$ cat config.mk
export PLATFORM = sky130hd
export DESIGN_NAME = qlearning_episode_ctrl
export DESIGN_NICKNAME = d
export VERILOG_FILES = /design/src/rtl/qlearning_episode_ctrl.sv
export SDC_FILE = /design/constraint.sdc
export NUM_CORES = 1
export LEC_CHECK = 0
export BUFFER_PORTS_ARGS = -buffer_cell sky130_fd_sc_hd__buf_2
export CAP_MARGIN = 30
export CORE_MARGIN = 2
export CORE_UTILIZATION = 50
export CTS_BUF_LIST = sky130_fd_sc_hd__clkbuf_4
export DETAILED_ROUTE_END_ITERATION = 16
export PLACE_DENSITY = 0.85
export SLEW_MARGIN = 20
export SYNTH_ARGS = -nofsm -noshare
export SYNTH_HDL_FRONTEND = slang
export SYNTH_SLANG_ARGS = --single-unit
$ cat constraint.sdc
create_clock -name clk -period 3.2 [get_ports clk]
set_input_delay 0 -clock clk [delete_from_list [all_inputs] [get_ports clk]]
set_output_delay 0 -clock clk [all_outputs]
set_load 0.05 [all_outputs]
$ cat src/rtl/qlearning_episode_ctrl.sv
// Episode sequencer for the Q-learning agent: observation/action handshakes,
// accelerator/policy pulses, step and episode counters, per-episode epsilon decay.
// Optional per-episode reward accumulator enabled by defining QLC_REWARD_ACC_EN.
module qlearning_episode_ctrl #(
    parameter int                STATE_W      = 6,
    parameter int                REWARD_W     = 16,
    parameter int                ACT_W        = 4,
    parameter int                EPS_W        = 16,
    parameter int                MAX_STEPS    = 64,
    parameter int                MAX_EPISODES = 1000,
    parameter logic [EPS_W-1:0]  EPS_INIT     = 16'hFFFF,
    parameter logic [EPS_W-1:0]  EPS_MIN      = 16'h0CCC,
    parameter int                EPS_SHIFT    = 4,
    parameter int                UPD_LAT      = 3,
    parameter int                POL_LAT      = 2
) (
    input  logic                clk,
    input  logic                rst_n,
    input  logic                start,
    input  logic                abort,
    input  logic                env_valid,
    output logic                env_ready,
    input  logic [STATE_W-1:0]  env_state,
    input  logic [REWARD_W-1:0] env_reward,
    input  logic                env_done,
    output logic                act_valid,
    input  logic                act_ready,
    output logic [ACT_W-1:0]    act,
    output logic                agent_en,
    output logic                agent_start,
    output logic [STATE_W-1:0]  agent_state,
    output logic [REWARD_W-1:0] agent_reward,
    input  logic [ACT_W-1:0]    agent_action,
    output logic [EPS_W-1:0]    epsilon,
    output logic [15:0]         episode_cnt,
    output logic [15:0]         step_cnt,
    output logic                busy,
    output logic                run_done,
    output logic [23:0]         ep_reward_sum
);

    localparam int LAT_MAX = (UPD_LAT > POL_LAT) ? UPD_LAT : POL_LAT;
    localparam int LAT_W   = (LAT_MAX < 1) ? 1 : $clog2(LAT_MAX + 1);

    typedef enum logic [2:0] {
        S_IDLE, S_INIT_EP, S_WAIT_OBS, S_UPDATE, S_POLICY, S_ISSUE, S_EP_END, S_FINISH
    } state_t;

    state_t              state_q, state_d;
    logic [LAT_W-1:0]    lat_q, lat_d;
    logic                first_q, first_d;
    logic                done_q, done_d;
    logic [STATE_W-1:0]  st_q, st_d;
    logic [REWARD_W-1:0] rw_q, rw_d;
    logic [ACT_W-1:0]    act_q, act_d;
    logic [EPS_W-1:0]    eps_q, eps_d;
    logic [15:0]         ep_q, ep_d;
    logic [15:0]         step_q, step_d;
    logic [EPS_W-1:0]    eps_dec, eps_next;
    logic                last_step, last_ep;

    // Subtracting a right-shifted copy can never underflow; only the floor needs a clamp.
    assign eps_dec   = eps_q - (eps_q >> EPS_SHIFT);
    assign eps_next  = (eps_dec < EPS_MIN) ? EPS_MIN : eps_dec;
    assign last_step = (step_q == 16'(MAX_STEPS - 1));
    assign last_ep   = (({1'b0, ep_q} + 17'd1) == 17'(MAX_EPISODES));

`ifdef QLC_REWARD_ACC_EN
    logic [23:0] acc_q, acc_d;
    logic [23:0] sum_q, sum_d;
`endif

    always_ff @(posedge clk or negedge rst_n) begin
        if (!rst_n) begin
            state_q <= S_IDLE;
            lat_q   <= '0;
            first_q <= 1'b1;
            done_q  <= 1'b0;
            st_q    <= '0;
            rw_q    <= '0;
            act_q   <= '0;
            eps_q   <= EPS_INIT;
            ep_q    <= '0;
            step_q  <= '0;
`ifdef QLC_REWARD_ACC_EN
            acc_q   <= '0;
            sum_q   <= '0;
`endif
        end else begin
            state_q <= state_d;
            lat_q   <= lat_d;
            first_q <= first_d;
            done_q  <= done_d;
            st_q    <= st_d;
            rw_q    <= rw_d;
            act_q   <= act_d;
            eps_q   <= eps_d;
            ep_q    <= ep_d;
            step_q  <= step_d;
`ifdef QLC_REWARD_ACC_EN
            acc_q   <= acc_d;
            sum_q   <= sum_d;
`endif
        end
    end

    always_comb begin
        state_d     = state_q;
        lat_d       = '0;
        first_d     = first_q;
        done_d      = done_q;
        st_d        = st_q;
        rw_d        = rw_q;
        act_d       = act_q;
        eps_d       = eps_q;
        ep_d        = ep_q;
        step_d      = step_q;
        env_ready   = 1'b0;
        act_valid   = 1'b0;
        agent_en    = 1'b0;
        agent_start = 1'b0;
`ifdef QLC_REWARD_ACC_EN
        acc_d       = acc_q;
        sum_d       = sum_q;
`endif
        case (state_q)
            S_IDLE: begin
                if (start && !abort) begin
                    state_d = S_INIT_EP;
                    eps_d   = EPS_INIT;
                    ep_d    = '0;
                end
            end
            S_INIT_EP: begin
                step_d  = '0;
                first_d = 1'b1;
`ifdef QLC_REWARD_ACC_EN
                acc_d   = '0;
`endif
                state_d = S_WAIT_OBS;
            end
            S_WAIT_OBS: begin
                env_ready = 1'b1;
                if (env_valid) begin
                    st_d    = env_state;
                    rw_d    = env_reward;
                    done_d  = env_done;
`ifdef QLC_REWARD_ACC_EN
                    acc_d   = acc_q + {{(24-REWARD_W){env_reward[REWARD_W-1]}}, env_reward};
`endif
                    state_d = S_UPDATE;
                end
            end
            S_UPDATE: begin
                // The very first observation of an episode has no prior transition to learn from.
                agent_en = !first_q && (lat_q == '0);
                if (first_q || (lat_q == LAT_W'(UPD_LAT)))
                    state_d = (done_q || last_step) ? S_EP_END : S_POLICY;
                else
                    lat_d = lat_q + 1'b1;
            end
            S_POLICY: begin
                agent_start = (lat_q == '0);
                if (lat_q == LAT_W'(POL_LAT)) begin
                    act_d   = agent_action;
                    state_d = S_ISSUE;
                end else begin
                    lat_d = lat_q + 1'b1;
                end
            end
            S_ISSUE: begin
                act_valid = 1'b1;
                if (act_ready) begin
                    step_d  = (step_q == 16'hFFFF) ? step_q : step_q + 16'd1;
                    first_d = 1'b0;
                    state_d = S_WAIT_OBS;
                end
            end
            S_EP_END: begin
                ep_d    = (ep_q == 16'hFFFF) ? ep_q : ep_q + 16'd1;
                eps_d   = eps_next;
`ifdef QLC_REWARD_ACC_EN
                sum_d   = acc_q;
`endif
                state_d = last_ep ? S_FINISH : S_INIT_EP;
            end
            S_FINISH: begin
                if (!start) state_d = S_IDLE;
            end
            default: state_d = S_IDLE;
        endcase

        // Abort wins over everything: no handshake completes and all counters hold.
        if (abort && state_q != S_IDLE) begin
            state_d   = S_IDLE;
            lat_d     = '0;
            first_d   = first_q;
            done_d    = done_q;
            st_d      = st_q;
            rw_d      = rw_q;
            act_d     = act_q;
            eps_d     = eps_q;
            ep_d      = ep_q;
            step_d    = step_q;
            env_ready = 1'b0;
            act_valid = 1'b0;
`ifdef QLC_REWARD_ACC_EN
            acc_d     = acc_q;
            sum_d     = sum_q;
`endif
        end
    end

    assign act          = act_q;
    assign agent_state  = st_q;
    assign agent_reward = rw_q;
    assign epsilon      = eps_q;
    assign episode_cnt  = ep_q;
    assign step_cnt     = step_q;
    assign busy         = (state_q != S_IDLE);
    assign run_done     = (state_q == S_FINISH);
`ifdef QLC_REWARD_ACC_EN
    assign ep_reward_sum = sum_q;
`else
    assign ep_reward_sum = '0;
`endif

endmodule

# Word-level counts from Yosys, hierarchy flattened
# Cells that the tools add are included.
# totals
register_bits,81
input_bits,33
out_inout_bits,104
# op_classes
addsub,5
magnitude_cmp,1
n_eq_ne,23
n_mux,31
n_bitwise,1
reduce_logical,19
# op_table
operator,count
16-bit 2-to-1 mux,6
16-bit case mux with 2 select lines,3
16-bit by 1-bit adder with 16-bit output (second input constant),2
16-bit == test (second input constant),2
3-bit 2-to-1 mux,8
3-bit case mux with 8 select lines,1
16-bit by 1-bit adder with 17-bit output (second input constant),1
17-bit by 10-bit == test with 1-bit output (second input constant),1
16-bit by 6-bit == test with 1-bit output (second input constant),1
16-bit by 12-bit less-than comparator with 1-bit output (second input constant),1
16-bit by 12-bit subtractor with 16-bit output,1
3-bit inequality test (second input constant),5
3-bit == test (second input constant),4
3-bit AND reduction,4
2-bit 2-to-1 mux,4
2-bit inequality test (second input constant),4
4-bit AND reduction,2
1-bit 2-to-1 mux,7
3-bit by 2-bit == test with 1-bit output (second input constant),2
6-bit AND reduction,1
2-bit == test (second input constant),2
2-bit case mux with 2 select lines,1
2-bit nonzero test,2
3-bit by 1-bit == test with 1-bit output (second input constant),1
10 further kinds,14

# Depth between registers and ports, before layout
# Gate-level depths: netlist of the first run.
# depth
word_depth,6
ltp_mapped,12
depth_no_buf,11

# Worst setup path after synthesis of the first run
# Ideal clock, no wire load.
# synth_timing
path_kind,register -> register
from,"reg eps_q[4], in the netlist epsilon[4]"
to,"reg eps_q[8], in the netlist epsilon[8]"
setup_ps,82
t_arrival_ps,3113
required_time_ps,3118
setup_slack_ps,5
path_stages_with_launch,12
n_path_buf,1
period_less_slack_ps,3195
cell_sequence,dfstp_2 ha_1 inv_1 fa_1 a211oi_1 o21ai_1 a211oi_2 xnor2_1 o311ai_0 or2_1 clkbuf_1 o31a_1
# synth_via
elab_chain_cells,4
# synth_lines
element,line_no,source
"start, declared",56,"logic [EPS_W-1:0] eps_q, eps_d;"
"start signal, assigned",97,eps_q <= eps_d;
16-bit by 12-bit subtractor with 16-bit output (*),63,assign eps_dec = eps_q - (eps_q >> EPS_SHIFT);
16-bit by 12-bit less-than comparator with 1-bit output,64,assign eps_next = (eps_dec < EPS_MIN) ? EPS_MIN : eps_dec;
16-bit 2-to-1 mux (*),64,
16-bit case mux with 2 select lines (*),126,case (state_q)
# Mark *: on every way between the ends. The rest lies on a longest branch, timed or not.
# A chain may end at the register's enable or synchronous reset.

# Worst setup path after layout of the first run
# layout_timing
from,"reg eps_q[4], in the netlist epsilon[4]"
to,"reg eps_q[2], in the netlist epsilon[2]"
# The elaborated chain is that of the path after synthesis.

==> reports/qor.txt, run 1 <==
outcome: finished clean
Setup WS pre-CTS: 0.0801 ns
worst rel slew slack: 48.9%
clk_skew: 0.0130 ns
Detail Placement HPWL: 9.42 mm
max-cap check violation count: 0
post-route ant nets: 0
Unique masters post-synth: 70
Tightest Pin Transition: 0.766 ns
post-synth top area share: 30.7%
Die X: 106 um
slowest cell delay on critical path: 0.59 ns
initial core utilization: 51.0%
Clock Sinks: 81
Final Net Count: 757
ys async rst share: 100%
Area growth syn-to-layout: 20.3%
Critical Path RT: 3.54 ns
worst hold path type: input port to flop
worst hold margin: 0.111 ns
period utilization: 95.2%
Yosys Warn Count: 0
Synth area leaders: dfrtp_1, dfstp_2, mux2_2
Hold Fails Final Rpt: 0
n_diodes: 0
register bit total from synthesis: 81
core area: 10200 um^2
Total GRT Usage: 24.4%
RSZ-0062 raised after global routing: yes
Post-Route Setup TNS: 0 ns
Syn Std Cell Area: 5220 um^2
Clock Latency Late Sink: 0.44 ns
peak supply drop: 0.733 mV
Worst-path clk slew: 0.14 ns
share of layout cells above drive strength 1: 27.4%
Leak: 3.03 nW
clock buffer depth: 2
Die Height: 106 um
die area: 11300 um^2
worst-path cell chain: ha_1 > inv_1 > fa_1 > a211oi_2 > o21ai_1 > a211oi_2 > xnor2_1 > o311ai_1 > or2_4 > a221oi_1
EDFF count, synth: 0
DR vias/cell: 5.86
vias in the first global route: 4701
most frequent CP cell: a211oi_2
Achievable Freq: 328 MHz
crit path max fanout: 8
# DRC: 0
DR pass1 iterations: 5
largest net degree at the start of global routing: 82
Via Count: 4943
grt ovf: 0
FP Rows: 37
Critical Path AT: 3.39 ns
routed len/inst: 16.1 um
crit-path leading delay family: compound AO/OA/AOI/OAI gates
CP Launch Type: flop
reg-to-reg critical path startpoint: epsilon[4]
HP Start: start
Num CTS Buffers: 9
Buffers on Ports: 112
Critical Path Sink Type: flop
Crit-path slowest cell: dfstp_2
io pins: 137
Final Util: 61.4%
post-synthesis cell count: 567
setup violators final: 0
initial antenna violation count: 0
Final WS setup: 0.154 ns
Critical Path Start: epsilon[4]
Starting DRT DRC Count: 301
Post-DP Area: 5810 um^2
ys flop type: dfrtp_1
CP Class: flop to flop
H-tree depth: 3
syn avg cell area: 9.21 um^2
Synth area leader: dfrtp_1
cell area after layout: 6280 um^2
Root Driver: clkbuf_4
GP Congestion: 0.966
fin. max-slew vios: 0
critical path buffer and inverter count: 1
final WL: 13.6 mm
CTS tree: yes
post-synthesis sequential area ratio: 39.2%
pwr/cell area: 1020 nW/um^2
first-pass GRT wire length: 22.4 mm
minimum clock period: 3.05 ns
cell usage in the layout, fill, tap and decap left out, drive strengths merged, types with 7 or more instances in the layout:
cell type / n
buf: 122
xnor2: 12
and3: 13
nand4: 9
nand3: 15
a21oi: 29
mux2: 29
nor2: 53
ha: 21
nor3: 18
nor4: 11
clkbuf: 9
dfstp: 17
o21ai: 36
dlygate4sd3: 30
inv: 28
or3: 7
conb: 24
o31ai: 9
xor2: 12
nand2: 38
dfrtp: 64
worst paths after layout:
path / end / slack, ns / cells after the start
max: epsilon[2] / 0.15 / 10
min: state_q[1] / 0.11 / 5
max reg2reg: epsilon[2] / 0.15 / 10
min reg2reg: agent_state[4] / 0.52 / 1
max in group asynchronous: step_cnt[15] / 2.56 / 2
min in group asynchronous: agent_reward[0] / 0.12 / 2
cell type report:
class	count	area (um^2)
Inverter	24	90.1
Multi-Input combinational cell	434	2880
Clock inverter	7	83.8
Clock buffer	9	67.6
Timing Repair Buffer	152	950
Sequential cell	81	2050
Fill cell	861	3950
Tap cell	136	170
synthesized netlist by cell type (all sizes together) (6+ instances only):
master,count
nor4,11
dfstp,17
xor2,12
mux2,29
and3,13
xnor2,12
dfrtp,64
nand3,15
ha,21
o41ai,6
inv,24
or3,7
o31ai,9
nand2,38
o21ai,36
clkbuf,18
buf,33
nor2,53
a21oi,29
nand4,9
nor3,18
state kept, by name, indices dropped and copies added (netlist names):
signal	count
lat_q	2
act	4
episode_cnt	16
epsilon	16
state_q	3
agent_state	6
done_q	1
agent_reward	16
first_q	1
step_cnt	16
power by group:
group / switching [mW] / total, mW / internal (mW) / leakage, nW
combinational: 2.81 / 4.16 / 1.36 / 1.92
sequential: 0.254 / 1.57 / 1.32 / 1.03
clock: 0.397 / 0.650 / 0.253 / 0.0794
total: 3.46 / 6.39 / 2.93 / 3.03
layer usage:
| metal | share of wire [%] | up-vias | track usage, % |
|---|---|---|---|
| li1 | - | 2307 | - |
| met1 | 42 | 2386 | 31.6 |
| met2 | 50 | 219 | 41.4 |
| met3 | 6.0 | 31 | 4.05 |
| met4 | 2.0 | 0 | 8.65 |
| met5 | 0 | - | 0 |
metrics by stage:
step	total power [mW]	instances
6_report	6.39	843
5_1_grt	6.78	843
4_1_cts	6.31	842
3_5_place_dp	5.60	796
3_3_place_gp	5.51	796
2_1_floorplan	4.71	590
worst min-delay path, delay by kind of cell:
family | cells | cell delay (ns)
buffers and inverters | 1 | 0.12
AO/OA/AOI/OAI | 3 | 0.30
AND/OR/NAND/NOR | 1 | 0.11
cells by family (layout without fill, tap and decap cells):
kind of cell	count (synthesis)	in the layout	share of synthesized area, %
simple gates	188	188	18.0
compound gates	146	146	19.2
flops	81	81	39.2
buf+inv	75	192	7.62
mux	30	30	6.44
xor+xnor	24	24	4.02
fa+ha+maj	22	22	5.41
other cells	1	24	0.0718
repair_timing:
item	4_1_cts	5_1_grt
buffers inserted	0	0
endpoints found under the hold margin	95	0
gates resized for setup	0	3
endpoints found under the setup margin	0	12
hold buffers	30	0
No activity file was read; power rests on OpenSTA's default activity.
==> run 2, diff against run 1 <==
--- a/config.mk
+++ b/config.mk
@@ -11,6 +11,7 @@
 export CORE_UTILIZATION = 50
 export CTS_BUF_LIST = sky130_fd_sc_hd__clkbuf_4
 export DETAILED_ROUTE_END_ITERATION = 16
+export GPL_TIMING_DRIVEN = 0
 export PLACE_DENSITY = 0.85
 export SLEW_MARGIN = 20
 export SYNTH_ARGS = -nofsm -noshare
==> run 2 against run 1 <==
Cell count rose by 4.7%. Clock-buffer cell count did not move. Combinational power rose by 7.7%. Wire length rose by 2.3%. First-iteration DRC count rose by 24%.
==> reports/qor.txt, run 2 (synthesized netlist as in run 1, its figures left out) <==
outcome: finished clean
Worst-path clk slew: 0.14 ns
clk_skew: 0.0128 ns
pwr/cell area: 1000 nW/um^2
Detail Placement HPWL: 9.94 mm
Clock Latency Late Sink: 0.43 ns
Via Count: 5074
CP Class: flop to flop
period utilization: 94.7%
most common cell after layout, fill and taps aside: buf_2
Die Height: 106 um
post-route ant nets: 0
grt ovf: 0
crit path max fanout: 5
io pins: 137
Leak: 3.17 nW
Starting DRT DRC Count: 372
commonest cells after routing, fill and taps aside: buf_2, dfrtp_1, nor2_1
max-cap check violation count: 0
CTS tree: yes
worst hold path type: input port to async pin
Post-DP Area: 6060 um^2
Final Net Count: 797
Critical Path Sink Type: flop
share of layout cells above drive strength 1: 29.9%
Total GRT Usage: 25.0%
GP Congestion: 0.949
Num CTS Buffers: 9
n_diodes: 0
DR pass1 iterations: 7
Critical Path RT: 3.54 ns
vias in the first global route: 4828
reg-to-reg critical path startpoint: epsilon[4]
Clock Sinks: 81
Worst Reg-to-Reg Cells: 10
routed len/inst: 15.7 um
Setup WS pre-CTS: -0.198 ns
clock buffer depth: 2
CP Launch Type: flop
worst hold margin: 0.0658 ns
core area: 10200 um^2
peak supply drop: 0.879 mV
H-tree depth: 3
final WL: 13.9 mm
# DRC: 0
Tightest Pin Transition: 0.968 ns
Die X: 106 um
minimum clock period: 3.03 ns
DR vias/cell: 5.75
Root Driver: clkbuf_4
largest net degree at the start of global routing: 42
Achievable Freq: 330 MHz
cell area after layout: 6530 um^2
die area: 11300 um^2
fin. max-slew vios: 0
Worst R2R End: epsilon[3]
Final WS setup: 0.170 ns
fillers: 858
initial core utilization: 51.0%
FP Rows: 37
first-pass GRT wire length: 23.0 mm
Critical Path AT: 3.37 ns
setup violators final: 0
worst rel slew slack: 35.0%
r2r setup slk: 0.17 ns
Hold Fails Final Rpt: 0
initial antenna violation count: 0
Area growth syn-to-layout: 25.1%
Buffers on Ports: 111
[run 2: changes by cell type in the layout (fill, tap and decap cells not counted), sizes merged]
cell | before | now
buf | 122 | 146
clkbuf | 9 | 25
clkinv | 1 | 3
bufinv | 1 | 0
inv | 28 | 27
[run 2: stage by stage]
stage	instances	TNS [ns]	power, mW	util (%)
2_1_floorplan	590	0	4.71	-
3_3_place_gp	837	-0.840	5.50	59.0
3_5_place_dp	838	-1.21	5.60	59.2
4_1_cts	884	0	6.30	63.5
5_1_grt	883	-0.0138	6.96	63.8
6_report	883	0	6.55	63.8
[run 2: worst max-delay path by stage]
stage,to,startpoint,slack [ns]
floorplan,epsilon[8],epsilon[4],0.005
global placement,epsilon[6],epsilon[4],-0.15
CTS,epsilon[3],epsilon[4],0.06
detailed placement,epsilon[6],epsilon[4],-0.20
finish,epsilon[3],epsilon[4],0.17
global route,epsilon[3],epsilon[9],-0.01
[run 2: worst max-delay path: stages, from the launching register on]
cell and delay, ns:
dfstp_2 0.60, ha_1 0.15, inv_1 0.04, fa_1 0.45, a211oi_4 0.32, o21ba_2 0.22, a21oi_1 0.05, o311ai_1 0.29
a211oi_1 0.15, or3_4 0.38, a221oi_1 0.29
[run 2: where the power goes]
group / switching [mW] / internal [mW]
combinational: 2.98 / 1.50
sequential: 0.197 / 1.32
clock: 0.388 / 0.167
[run 2: routing by layer]
layer | GRT usage, % | share of wire (%) | vias to the layer above
li1 | - | - | 2389
met1 | 32.0 | 40 | 2426
met2 | 43.1 | 51 | 230
met3 | 4.48 | 6.7 | 29
met4 | 7.24 | 2.0 | 0
met5 | 0 | 0 | -
[run 2: final cells by class]
class	instances	area, um^2	area share, %
multi-input combinational	434	2920	44.7
sequential	81	2050	31.4
timing repair buffer	143	886	13.6
buffer	49	300	4.60
tap	136	170	2.60
inverter	24	90.1	1.38
clock buffer	9	67.6	1.03
clock inverter	7	52.6	0.804
[run 2: timing repair]
action                     CTS  global route
gates cloned                 0             0
gates resized for setup      4             9
setup endpoints to repair    9            14
hold endpoints to repair   110             0
hold buffers                30             0
setup buffers                1             0
pin swaps                    2             2
==> run 3, diff against run 2 <==
--- a/config.mk
+++ b/config.mk
@@ -9,7 +9,7 @@
 export CAP_MARGIN = 30
 export CORE_MARGIN = 2
 export CORE_UTILIZATION = 50
-export CTS_BUF_LIST = sky130_fd_sc_hd__clkbuf_4
+export CTS_BUF_LIST = sky130_fd_sc_hd__clkbuf_16
 export DETAILED_ROUTE_END_ITERATION = 16
 export GPL_TIMING_DRIVEN = 0
 export PLACE_DENSITY = 0.85
==> run 3 against run 2 <==
Non-clock buffer count decreased by 2. Sequential share of layout area decreased by 0.66 points. Sequential power about the same. Clock power increased by 77%. Combinational power increased by 0.9%. Critical path depth unchanged. Core utilization increased by 1.4 points. Final area increased by 2.1%. Via count increased by 1.2%. Clock-buffer cell count unchanged. Worst setup slack got worse by 0.0074 ns.
==> reports/qor.txt, run 3 (synthesized netlist as in run 1, its figures left out) <==
crit path max fanout: 8
Achievable Freq: 329 MHz
vias in the first global route: 4883
max-cap check violation count: 0
minimum clock period: 3.04 ns
clock buffer depth: 2
DR vias/cell: 5.83
final WL: 14.4 mm
Finished Layout Cells: 881
Worst-path clk slew: 0.06 ns
Total GRT Usage: 25.4%
Buffers on Ports: 111
met2 routed WL: 7.22 mm
H-tree depth: 3
cell area after layout: 6670 um^2
setup violators final: 0
Crit-path slowest cell: dfstp_2
RSZ-0062 raised after global routing: no
Via Count: 5136
slowest cell delay on critical path: 0.57 ns
WL met3: 982 um
initial antenna violation count: 0
most common cell after layout, fill and taps aside: buf_2
post-route ant nets: 0
# DRC: 0
core area: 10200 um^2
initial core utilization: 51.0%
Root Driver: clkbuf_16
n_diodes: 0
Num CTS Buffers: 9
CP Launch Type: flop
Die X: 106 um
commonest cells after routing, fill and taps aside: buf_2, dfrtp_1, nor2_1
Starting DRT DRC Count: 360
Final Net Count: 795
io pins: 137
worst rel slew slack: 34.7%
fillers: 836
DR pass1 iterations: 6
pwr/cell area: 1050 nW/um^2
Top Layer Used: met4
first-pass GRT wire length: 23.3 mm
fin. max-slew vios: 0
largest net degree at the start of global routing: 42
CP Class: flop to flop
Critical Path AT: 3.28 ns
Hold Fails Final Rpt: 0
Critical Path RT: 3.45 ns
hold path cells: 4
GP Congestion: 0.949
Worst Reg-to-Reg Cells: 10
worst hold path type: input port to flop
routed len/inst: 16.3 um
period utilization: 94.9%
FP Rows: 37
Die Height: 106 um
placed cells: 838
Detail Placement HPWL: 9.94 mm
routed metal-1 wire length: 5.84 mm
CTS tree: yes
outcome: finished clean
grt ovf: 0
peak supply drop: 0.881 mV
Clock Sinks: 81
clk_skew: 0.00510 ns
Tightest Pin Transition: 0.971 ns
Area growth syn-to-layout: 27.8%
Clock Latency Late Sink: 0.34 ns
worst-path cell chain: inv_1 > ha_1 > clkbuf_1 > o21a_1 > o211ai_1 > a31oi_1 > nor2_1 > xnor2_1 > or3_4 > a221oi_1
Post-DP Area: 6060 um^2
Critical Path Sink Type: flop
share of layout cells above drive strength 1: 29.9%
Leak: 3.24 nW
die area: 11300 um^2
[run 3: changes by cell type in the layout (fill, tap and decap cells not counted), sizes merged]
| cell | before | now |
|---|---|---|
| dlygate4sd3 | 30 | 28 |
[run 3: through the flow]
stage | power, mW | worst slack, ns | TNS, ns | hold slack (ns) | utilization, %
2_1_floorplan | 4.71 | 0.00543 | 0 | -0.296 | -
3_3_place_gp | 5.50 | -0.150 | -0.840 | 0.233 | 59.0
3_5_place_dp | 5.60 | -0.198 | -1.21 | 0.0132 | 59.2
4_1_cts | 6.73 | 0.0655 | 0 | 0.0341 | 64.9
5_1_grt | 7.40 | 0.00617 | 0 | 0.0710 | 65.2
6_report | 7.03 | 0.163 | 0 | 0.0472 | 65.2
[run 3: worst paths after layout]
path	endpoint	slack, ns	start
setup / recovery	epsilon[7]	0.16	epsilon[9]
hold / removal	first_q	0.05	act_ready
setup reg to reg	epsilon[7]	0.16	epsilon[9]
hold reg to reg	agent_state[4]	0.50	agent_state[4]
max in group asynchronous	first_q	2.37	rst_n
min in group asynchronous	agent_reward[13]	0.17	rst_n
[run 3: area by class of cell]
type	instances	area, um^2	area share, %
buffer	49	300	4.50
clock inverter	7	52.6	0.788
timing repair buffer	141	866	13.0
multi-input combinational	434	2920	43.8
clock buffer	9	225	3.38
tap	136	170	2.55
sequential	81	2050	30.7
inverter	24	90.1	1.35
[run 3: power breakdown]
part	total, mW	leakage (nW)	internal (mW)	switching [mW]
logic	4.52	2.07	1.50	3.02
clock network	0.985	0.137	0.533	0.452
registers	1.52	1.03	1.32	0.203
total	7.03	3.24	3.36	3.68
[run 3: layer usage]
layer	global-route usage (%)	up-vias
li1	-	2370
met1	32.1	2483
met2	43.5	247
met3	4.72	36
met4	9.12	0
met5	0	-
[run 3: critical path, delay by kind of cell, from the launching register on]
family	cells	cell delay, ns
flip-flops	1	0.57
XOR/XNOR	1	0.20
AND/OR/NAND/NOR	2	0.57
adder cells (fa/ha/maj)	1	0.26
AO/OA/AOI/OAI	4	1.00
buffers and inverters	2	0.35
[run 3: repair_timing]
item | in CTS | in global routing
buffers inserted | 1 | 0
endpoints found under the setup margin | 8 | 12
hold buffers | 28 | 0
pin swaps | 2 | 2
endpoints found under the hold margin | 67 | 0
gates resized for setup | 4 | 9
